[config.mk]
export PLATFORM = sky130hd
export DESIGN_NAME = mem_port_arbiter
export DESIGN_NICKNAME = d
export VERILOG_FILES = /design/src/rtl/mem_port_arbiter.sv
export SDC_FILE = /design/constraint.sdc
export NUM_CORES = 1
export LEC_CHECK = 0
export BUFFER_PORTS_ARGS = -buffer_cell sky130_fd_sc_hd__buf_2
export CAP_MARGIN = 10
export CORE_AREA = 2 2 327 329
export CTS_BUF_LIST = sky130_fd_sc_hd__clkbuf_4
export DETAILED_ROUTE_END_ITERATION = 8
export DIE_AREA = 0 0 329 331
export SLEW_MARGIN = 20
export SYNTH_ARGS = -nofsm -noshare
export SYNTH_HDL_FRONTEND = slang
export SYNTH_SLANG_ARGS = --single-unit
[constraint.sdc]
create_clock -name clk_i -period 5.4 [get_ports clk_i]
set_clock_uncertainty 0.15 [all_clocks]
set_input_delay 0.27 -clock clk_i [delete_from_list [all_inputs] [get_ports clk_i]]
set_output_delay 0.27 -clock clk_i [all_outputs]
set_load 0.01 [all_outputs]
[src/rtl/mem_port_arbiter.sv]
// mem_port_arbiter: round-robin share of one Avalon-MM burst port between two masters
module mem_port_arbiter #(
  parameter int ADDR_W   = 32,
  parameter int DATA_W   = 128,
  parameter int BURST_W  = 11,
  parameter int BE_W     = 16,
  parameter int RD_OUTST = 8
) (
  input  logic                 clk_i,
  input  logic                 rst_n_i,
  input  logic [2*ADDR_W-1:0]  m_address_i,
  input  logic [1:0]           m_read_i,
  input  logic [1:0]           m_write_i,
  input  logic [2*DATA_W-1:0]  m_writedata_i,
  input  logic [2*BURST_W-1:0] m_burstcount_i,
  input  logic [2*BE_W-1:0]    m_byteenable_i,
  output logic [1:0]           m_waitrequest_o,
  output logic [DATA_W-1:0]    m_readdata_o,
  output logic [1:0]           m_readdatavalid_o,
  output logic [ADDR_W-1:0]    mem_address_o,
  output logic                 mem_read_o,
  output logic                 mem_write_o,
  output logic [DATA_W-1:0]    mem_writedata_o,
  output logic [BURST_W-1:0]   mem_burstcount_o,
  output logic [BE_W-1:0]      mem_byteenable_o,
  input  logic                 mem_waitrequest_i,
  input  logic [DATA_W-1:0]    mem_readdata_i,
  input  logic                 mem_readdatavalid_i,
  output logic                 rd_unexpected_o
);
  localparam int PW = $clog2(RD_OUTST);
  localparam int CW = PW + 1;
  localparam logic [CW-1:0] FULL_CNT = CW'(RD_OUTST);
  typedef enum logic {IDLE, WR_BURST} state_t;
  state_t               r_state;
  logic                 r_ptr;
  logic                 r_lock;
  logic [BURST_W-1:0]   r_wr_cnt;
  logic [BURST_W-1:0]   r_rd_cnt;
  logic [CW-1:0]        r_cnt;
  logic [PW-1:0]        r_wp;
  logic [PW-1:0]        r_rp;
  logic                 r_fid [RD_OUTST];
  logic [BURST_W-1:0]   r_fbc [RD_OUTST];
  logic                 r_unexp;
  logic                 w_full;
  logic                 w_empty;
  logic [1:0]           w_elig;
  logic                 w_win;
  logic                 w_rd;
  logic                 w_wr;
  logic                 w_acc;
  logic                 w_push;
  logic                 w_pop;
  logic [BURST_W-1:0]   w_raw_bc;
  logic [BURST_W-1:0]   w_bc;
  logic                 w_hid;
  logic [BURST_W-1:0]   w_hbc;
  // Arbitration, command mux and zero-latency read-response routing
  always_comb begin
    w_full            = r_cnt == FULL_CNT;
    w_empty           = r_cnt == '0;
    w_elig            = m_write_i | (m_read_i & {2{!w_full}});
    w_win             = (r_state == WR_BURST) ? r_lock : (&w_elig ? r_ptr : w_elig[1]);
    w_wr              = rst_n_i & m_write_i[w_win];
    w_rd              = rst_n_i & (r_state == IDLE) & m_read_i[w_win] & !m_write_i[w_win] & !w_full;
    w_acc             = (w_rd | w_wr) & !mem_waitrequest_i;
    w_raw_bc          = w_win ? m_burstcount_i[2*BURST_W-1:BURST_W] : m_burstcount_i[BURST_W-1:0];
    w_bc              = (w_raw_bc == '0) ? BURST_W'(1) : w_raw_bc;
    w_hid             = r_fid[r_rp];
    w_hbc             = r_fbc[r_rp];
    w_push            = w_acc & w_rd;
    w_pop             = mem_readdatavalid_i & !w_empty & (r_rd_cnt == w_hbc - 1'b1);
    mem_address_o     = w_win ? m_address_i[2*ADDR_W-1:ADDR_W] : m_address_i[ADDR_W-1:0];
    mem_writedata_o   = w_win ? m_writedata_i[2*DATA_W-1:DATA_W] : m_writedata_i[DATA_W-1:0];
    mem_byteenable_o  = w_win ? m_byteenable_i[2*BE_W-1:BE_W] : m_byteenable_i[BE_W-1:0];
    mem_burstcount_o  = w_raw_bc;
    mem_read_o        = w_rd;
    mem_write_o       = w_wr;
    m_waitrequest_o   = ~({w_win, !w_win} & {2{w_rd | w_wr}}) | {2{mem_waitrequest_i}};
    m_readdata_o      = mem_readdata_i;
    m_readdatavalid_o = {2{mem_readdatavalid_i & !w_empty}} & {w_hid, !w_hid};
    rd_unexpected_o   = r_unexp;
  end
  // Response FIFO payload; validity is tracked by the reset pointers/count
  always_ff @(posedge clk_i) begin
    if (w_push) begin
      r_fid[r_wp] <= w_win;
      r_fbc[r_wp] <= w_bc;
    end
  end
  // Burst-lock FSM, round-robin pointer, FIFO pointers and response beat counter
  always_ff @(posedge clk_i or negedge rst_n_i) begin
    if (!rst_n_i) begin
      r_state  <= IDLE;
      r_ptr    <= 1'b0;
      r_lock   <= 1'b0;
      r_wr_cnt <= '0;
      r_rd_cnt <= '0;
      r_cnt    <= '0;
      r_wp     <= '0;
      r_rp     <= '0;
      r_unexp  <= 1'b0;
    end else begin
      if (w_push) r_wp <= r_wp + 1'b1;
      if (w_pop) r_rp <= r_rp + 1'b1;
      r_cnt <= r_cnt + CW'(w_push) - CW'(w_pop);
      if (mem_readdatavalid_i & w_empty) r_unexp <= 1'b1;
      if (mem_readdatavalid_i & !w_empty) r_rd_cnt <= w_pop ? '0 : r_rd_cnt + 1'b1;
      if (w_acc) begin
        if (r_state == IDLE) begin
          if (w_wr && w_bc != BURST_W'(1)) begin
            r_state  <= WR_BURST;
            r_lock   <= w_win;
            r_wr_cnt <= w_bc - 1'b1;
          end else begin
            r_ptr <= !w_win;
          end
        end else begin
          r_wr_cnt <= r_wr_cnt - 1'b1;
          if (r_wr_cnt == BURST_W'(1)) begin
            r_state <= IDLE;
            r_ptr   <= !r_lock;
          end
        end
      end
    end
  end
endmodule

==> metrics.txt <==
max-cap viol count=0; PD cells=547 mW/mm^2; Util after Layout=13.4%; IO Port Bufs=575; Tot GR Track Use=16.9%; most frequent cells after synthesis=nand2_1 (578), buf_4 (132), edfxtp_1 (96); Synth area leader=edfxtp_1; Max FO, Critical Path=69; Final Hold Vio Count=0; Post-Syn Instances=1,233; Period minus WS final=4.35 ns; total power draw=7670 uW; clock group share of total power=9.5%; Die Area=0.109 sq mm; most frequent CP cell=nand2_1; Rel. slew slack=37.8%; Worst EP arrival=3.93 ns; Resize count post-CTS=0; worst min path class=in2reg; Placed Cells=3,039; io pins=832; Pleak=0.00657 uW; Worst VDD drop=0.000959 V; first-pass GRT wire length=115,000 um; max-slew violation count=0; setup bufs post-CTS=0; pre-CTS setup slack=1.15 ns; worst setup margin=1.05 ns; router iterations before antenna repair=5; Via density=3.55; Die H=331 um; Sinks on Clock Net=132; crit-path max cell delay=0.64 ns; Final Non-Filler Cells=3,090; # DRC=0; Post-synth top flop=edfxtp_1; antenna violations before repair=36; Post-synth EDFFs=96; CP cell instances=inv_1, ha_1, or3b_1, a21oi_2, o211a_4, nor2_8, inv_8, buf_4, nand2_1, nand2_1, buf_2; fin crit share=80.5%; starting density of the core=9.52%; Clock transition at path regs=0.13 ns; routed len/inst=31.2 um; sequential area share after synthesis=37.9%; count leader, synth=nand2_1; hold buffers post-CTS=3; Layout area overhead=40.4%; Net Sw Frac=62.9%; crit path launch type=register; hpwl dp=86,000 um; CP bufs+invs=4; Synth area leaders=edfxtp_1 (29%), nand2_1 (22%), buf_4 (9.9%), dfrtp_1 (9.0%), mux4_2 (3.8%); Synth top area share=28.8%; initial DRC count=817; syn nets=1,758; Avg Inst Size Synth=8.11 sq um; FMAX=230 MHz; H-tree Lvls=4; RSZ-0062 raised after global routing=no; Top Family by Delay on Critical Path=buffers and inverters; layout cell share with drive strength beyond 1=41.2%; Post-Syn Area=0.0100 sq mm; Routability Congestion=0.947; vias in the first global route=10,500; pin count of the biggest net entering global routing=136; DRT antenna net count=0; GR Overflow Total=0; Worst Max-Slew Pin Slew=0.932 ns; register bit total from synthesis=132; setup TNS=0 ns; status=finished clean; Worst Setup Path Type=reg2out; Root Driver=clkbuf_4; Internal Power=2840 uW; Net Sw Power=4830 uW; Setup Viol. Count Final=0; Ys Warns=0; Worst path slowest cell=buf_4; Worst EP required=4.98 ns; Die Wd=329 um; filler cell count=12,200; FFs w/ async S/R, synth=27.3%; crit path capture type=primary output; row count=119; maximum root-to-sink buffer count=2; Comb power frac=72.4%; number of CTS-inserted buffers=17; final WL=96,500 um; CTS tree=yes; Reg power frac=18.1%; fin nets=2,195; Clock Latency Late Sink=0.56 ns; Distinct cells, synth=81; Core Region=0.105 sq mm; DR vias=11,000
## power by group through the flow
stage | registers (uW) | clock network (uW) | logic (uW)
global route | 1400 | 780 | 6000
detailed placement | 1400 | 0 | 5600
CTS | 1380 | 736 | 5610
floorplan | 1360 | 0 | 2170
finish | 1390 | 728 | 5550
global placement | 1400 | 0 | 5570
## cells in the final DEF (no fill, tap or decap), types with 17 or more instances in the layout
cell      instances
nor2_1           32
buf_2           575
nand2_1         578
xor2_1           20
mux2i_1          20
clkbuf_4         18
edfxtp_1         96
buf_4            25
mux4_2           17
dfrtp_1          36
inv_1            21
## layout make-up
class / instances / area [sq um] / share of cell area [%]
clock buffer: 18 / 135 / 0.963
clock inverter: 14 / 178 / 1.27
sequential: 132 / 3780 / 27.0
inverter: 24 / 97.6 / 0.696
multi-input combinational: 891 / 4940 / 35.2
tap: 1391 / 1740 / 12.4
antenna: 16 / 40.0 / 0.285
timing repair buffer: 604 / 3120 / 22.2
## sequential cells by signal (all words and copies together) (netlist names), 3 cells and up
register  cells
r_cnt         4
r_fbc        88
r_fid         8
r_rd_cnt     11
r_rp          3
r_wp          3
r_wr_cnt     11
## cells by family after synthesis
logic type	after synthesis	synth area share, %
muxes	54	8.05
xor gates and xnor gates	36	3.15
AOI/OAI and AO/OA	76	6.02
and+or+nand+nor	710	29.8
adders and majority gates	15	1.95
DFF	132	37.9
buffers and inverters	210	13.2
## through the flow
step | cell area, sq um | hold slack (ns)
detailed placement | 13600 | 0.223
global route | 14000 | 0.0972
global placement | 13600 | 0.221
floorplan | 10000 | -0.176
CTS | 14000 | 0.0557
finish | 14000 | 0.110
## worst min-delay path: stages
cell and delay, ns:
buf_2 0.10, mux2_2 0.19, xnor2_1 0.16, a221oi_2 0.07
## worst paths after layout
kind | from | end | slack, ns | depth (start not counted)
max | r_cnt[2] | mem_byteenable_o[14] | 1.05 | 11
min | m_burstcount_i[5] | r_wr_cnt[5] | 0.11 | 4
max reg2reg | r_rp[2] | r_cnt[3] | 1.10 | 15
min reg2reg | rd_unexpected_o | rd_unexpected_o | 0.34 | 1
max in group asynchronous | rst_n_i | r_wr_cnt[1] | 4.55 | 3
min in group asynchronous | rst_n_i | r_rd_cnt[8] | 0.17 | 3
## layer usage
metal  global-route usage (%)  up-vias  share of wire [%]  wire length [um]
met5                     2.09        -               0.45               437
met4                     5.65       22                3.4              3270
met3                     14.1      132                 19             18300
met2                     19.7      912                 34             32800
met1                     21.9     5062                 43             41700
li1                         -     4856                  -                 -
(Power assumes the default switching activity.)
